### src/rtl/divider_4bit_seq.sv
`default_nettype none
// ============================================================================
// Module   : divider_4bit_seq
// Brief    : 4-bit unsigned restoring divider, one quotient bit per clock,
//            with a start/busy/done handshake.
// Revision : 1.0 - initial release
// ============================================================================
module divider_4bit_seq (
    input  logic       Clk,
    input  logic       Reset,
    input  logic       Start,
    input  logic [3:0] X,
    input  logic [3:0] Y,
    output logic [3:0] Q,
    output logic [3:0] R,
    output logic       Busy,
    output logic       Done,
    output logic       DivZ
);

    localparam logic [1:0] c_st_idle = 2'd0;
    localparam logic [1:0] c_st_run  = 2'd1;
    localparam logic [1:0] c_st_done = 2'd2;

    logic [1:0] r_state;
    logic [4:0] r_p;
    logic [3:0] r_a;
    logic [3:0] r_d;
    logic [1:0] r_cnt;
    logic [3:0] r_q;
    logic [3:0] r_r;
    logic       r_divz;

    logic [1:0] w_state_nxt;
    logic [4:0] w_p_nxt;
    logic [3:0] w_a_nxt;
    logic [3:0] w_d_nxt;
    logic [1:0] w_cnt_nxt;
    logic [3:0] w_q_nxt;
    logic [3:0] w_r_nxt;
    logic       w_divz_nxt;

    logic [4:0] w_s;
    logic [5:0] w_sum;
    logic       w_no_borrow;
    logic [4:0] w_p_iter;
    logic [3:0] w_a_iter;
    logic       w_unused;

    // Trial subtraction in the adder/subtractor style: carry-out set means no borrow.
    assign w_s         = {r_p[3:0], r_a[3]};
    assign w_sum       = {1'b0, w_s} + {1'b0, ~{1'b0, r_d}} + 6'd1;
    assign w_no_borrow = w_sum[5];
    assign w_p_iter    = w_no_borrow ? w_sum[4:0] : w_s;
    assign w_a_iter    = {r_a[2:0], w_no_borrow};

    // P stays below D, so its top bit never feeds the next shift.
    assign w_unused    = r_p[4];

    always_comb begin
        w_state_nxt = r_state;
        w_p_nxt     = r_p;
        w_a_nxt     = r_a;
        w_d_nxt     = r_d;
        w_cnt_nxt   = r_cnt;
        w_q_nxt     = r_q;
        w_r_nxt     = r_r;
        w_divz_nxt  = r_divz;

        case (r_state)
            c_st_idle, c_st_done: begin
                if (Start) begin
                    if (Y != 4'd0) begin
                        w_a_nxt     = X;
                        w_d_nxt     = Y;
                        w_p_nxt     = 5'd0;
                        w_cnt_nxt   = 2'd3;
                        w_divz_nxt  = 1'b0;
                        w_state_nxt = c_st_run;
                    end else begin
                        w_q_nxt     = 4'hF;
                        w_r_nxt     = X;
                        w_divz_nxt  = 1'b1;
                        w_state_nxt = c_st_done;
                    end
                end else begin
                    w_state_nxt = c_st_idle;
                end
            end
            c_st_run: begin
                w_p_nxt = w_p_iter;
                w_a_nxt = w_a_iter;
                if (r_cnt == 2'd0) begin
                    w_q_nxt     = w_a_iter;
                    w_r_nxt     = w_p_iter[3:0];
                    w_state_nxt = c_st_done;
                end else begin
                    w_cnt_nxt = r_cnt - 2'd1;
                end
            end
            default: begin
                w_state_nxt = c_st_idle;
            end
        endcase
    end

    always_ff @(posedge Clk) begin
        if (Reset) begin
            r_state <= c_st_idle;
            r_p     <= 5'd0;
            r_a     <= 4'd0;
            r_d     <= 4'd0;
            r_cnt   <= 2'd0;
            r_q     <= 4'd0;
            r_r     <= 4'd0;
            r_divz  <= 1'b0;
        end else begin
            r_state <= w_state_nxt;
            r_p     <= w_p_nxt;
            r_a     <= w_a_nxt;
            r_d     <= w_d_nxt;
            r_cnt   <= w_cnt_nxt;
            r_q     <= w_q_nxt;
            r_r     <= w_r_nxt;
            r_divz  <= w_divz_nxt;
        end
    end

    assign Q    = r_q;
    assign R    = r_r;
    assign DivZ = r_divz;
    assign Busy = (r_state == c_st_run);
    assign Done = (r_state == c_st_done);

endmodule
`default_nettype wire

### config.mk
export PLATFORM = sky130hd
export DESIGN_NAME = divider_4bit_seq
export DESIGN_NICKNAME = d
export VERILOG_FILES = /design/src/rtl/divider_4bit_seq.sv
export SDC_FILE = /design/constraint.sdc
export NUM_CORES = 1
export LEC_CHECK = 0
export CORE_MARGIN = 5
export CORE_UTILIZATION = 42
export DETAILED_ROUTE_END_ITERATION = 12
export DONT_BUFFER_PORTS = 1
export GPL_TIMING_DRIVEN = 1
export MAX_ROUTING_LAYER = met4
export PLACE_DENSITY = 0.64
export SYNTH_ARGS = -nofsm -noshare
export SYNTH_HDL_FRONTEND = slang
export SYNTH_SLANG_ARGS = --single-unit
### constraint.sdc
create_clock -name Clk -period 3.6 [get_ports Clk]
set_input_delay 1.08 -clock Clk [delete_from_list [all_inputs] [get_ports Clk]]
set_output_delay 1.08 -clock Clk [all_outputs]
set_load 0.01 [all_outputs]
==> results.ini <==
[cts]
cts_root_buffer = clkbuf_4
cts_hold_buf = 0
clk_pin_slew_ps = 130
cts_tree = yes
clock_sinks = 25
cts_resized = 0
clock_path_buffers = 2
clkLatencyLatePin_ps = 320
cts_setup_buffers = 0
htree_levels = 1
cts-buffers-inserted = 3

[flow_run]
drv_cap = 0

[global_routing]
grt_pass1_vias = 864
overflow = 0
grt_start_max_net_pins = 26
grt_pass1_wl_mm = 4.12
track_usage_pct = 13.1
antenna_found_initial = 0

[yosys]
syn-num-nets = 158
avgSynthCellArea_um2 = 8.42
yosys_warnings = 0
ys_seq_area_share_pct = 42.1
synth_seq_cells = 25
synthDistinctLibCells = 29
synth_edf_count = 0
synthFlopType = dfxtp_1
synth_cells = 141
ys_async_sr_fraction_pct = 0
syn_area_um2 = 1190

[power]
power_density_nw_per_um2 = 456
p_leak_nw = 0.441
peakVddDrop_uv = 355

[placement]
gp_congestion = 0.829
numPortBuffers = 0
place_area_um2 = 1180
hpwl_mm = 1.85

[critical_path]
arrival_ps = 1410
crit_chain = nand2b_1 -> inv_2
path_max_fanout = 16
cp.buffers_inverters = 1
cpMaxStageDelayCell = nand2b_1
critical_path_class = flop to output port
critPathLaunchType = flop
max_stage_delay_ps = 510
cp-end-kind = output port
regToRegSetupSlack_ps = 1720
critPathTopFamily = simple AND/OR/NAND/NOR gates
r2r-end = R[0]
worstPathRequired_ps = 2520
reg2reg_depth = 7
r2r-start = r_d[1]

[cells_and_area]
postLayoutCoreUtil_pct = 44.3
final_layout_size_suffix_gt1_share_pct = 7.25
layout_common_cells = dfxtp_1, nor2_1, nand2_1, a21oi_1, a311oi_1
mostFrequentLayoutCell = dfxtp_1
area_growth_pct = 2.00
diodes = 0
final_nets = 156
fin_area_um2 = 1210

[worst_hold_path]
hold_path_startpoint = r_d[3]
hold_end = r_d[3]
whs_path_depth = 2
hold_path.class = flop to flop

[timing]
hold-worst-slack_ps = 462
maxSlewHeadroom_pct = 58.7
finalCriticalPeriod_ps = 2490
timing_hold_violations_final = 0
finalSetupViolCount = 0
setup_tns_ps = 0
rsz0062_at_grt = no
skew_ps = 10.5
fmax_ghz = 0.402
slew_viol_final = 0
post-route-period-util_pct = 69.1
tightest_slew_ps = 619

[detailed_routing]
wl_mm = 2.43
ant_nets = 0
vias_per_cell = 5.64
drc_errors = 0
vias = 954
firstDrtPassIters = 4
wl_per_cell_um = 14.4
drt_iter0_markers = 39

[die]
initial_core_util_pct = 43.4
pin_count = 22
core-area_um2 = 2730
die_y_um = 63.2
die-width_um = 63.2
die_area_um2 = 3990
row_count = 19

[outcome]
status = complete, no violations

[layout make-up]
| type | count | area (um2) |
|---|---|---|
| fill | 272 | 1520 |
| multi-input combinational | 101 | 612 |
| tap | 31 | 38.8 |
| clock buffer | 3 | 22.5 |
| clock inverter | 1 | 7.51 |
| sequential | 25 | 500 |
| inverter | 8 | 30.0 |
[power by group]
group / leakage [nW] / internal (mW) / total [mW] / switching [mW]
registers: 0.205 / 0.300 / 0.320 / 0.0200
logic: 0.222 / 0.0425 / 0.106 / 0.0636
clock network: 0.0139 / 0.0425 / 0.126 / 0.0837
[synthesized netlist by cell type, types with 2 or more instances]
master	count	area, um2
nor2b_1	2	12.5
xnor2_1	2	17.5
dfxtp_1	25	500
a22oi_1	2	15.0
nor3_1	4	20.0
clkbuf_1	4	15.0
a211oi_1	3	22.5
nand2_1	20	75.1
a21oi_1	11	55.1
buf_6	2	22.5
o21a_1	2	15.0
ha_1	5	62.6
a311oi_1	8	70.1
a31oi_1	3	18.8
nand2_2	3	18.8
nor2_1	24	90.1
inv_1	7	26.3
nand2b_1	3	18.8
[sequential cells by signal, indices dropped and copies added, names as in the netlist]
signal / flops
R: 4
Q: 4
r_cnt: 2
r_state: 2
r_a: 4
r_d: 4
DivZ: 1
r_p: 4
[tightest hold or removal path: stages (launching register included)]
cell,delay [ps]
dfxtp_1,330
nand2_1,50
a21oi_1,50
[metrics by stage]
step	total power [mW]	cells	worst slack [ps]
after global routing	0.591	169	986
after CTS	0.559	169	1120
after floorplan	0.420	141	1570
final	0.552	169	1110
after detailed placement	0.433	165	1390
after global placement	0.429	165	1420
[per-layer routing]
metal,track usage [%],share of wire [%]
met1,17.3,47
met2,18.8,45
met3,4.62,6.4
met4,3.90,1.4
met5,-,0
[cell families (layout without fill, tap and decap cells)]
family / Yosys count / count (layout) / share of synthesized area, %
AND/OR/NAND/NOR: 60 / 60 / 23.7
AO/OA/AOI/OAI: 33 / 33 / 19.4
flip-flops: 25 / 25 / 42.1
buffers and inverters: 15 / 12 / 6.32
adder cells (fa/ha/maj): 6 / 6 / 6.95
XOR/XNOR: 2 / 2 / 1.48
[worst max path at each step]
stage                from     end  slack (ps)  cells after the start
2_1_floorplan        Y[3]    R[1]        1570                      6
3_3_place_gp         Y[3]  r_a[3]        1420                      4
3_5_place_dp         Y[3]  r_a[2]        1390                      4
4_1_cts        r_state[1]    Busy        1120                      2
5_1_grt        r_state[1]    Busy         990                      2
6_report       r_state[1]    Busy        1110                      2
Note: power is estimated with default switching activity, not from simulation.
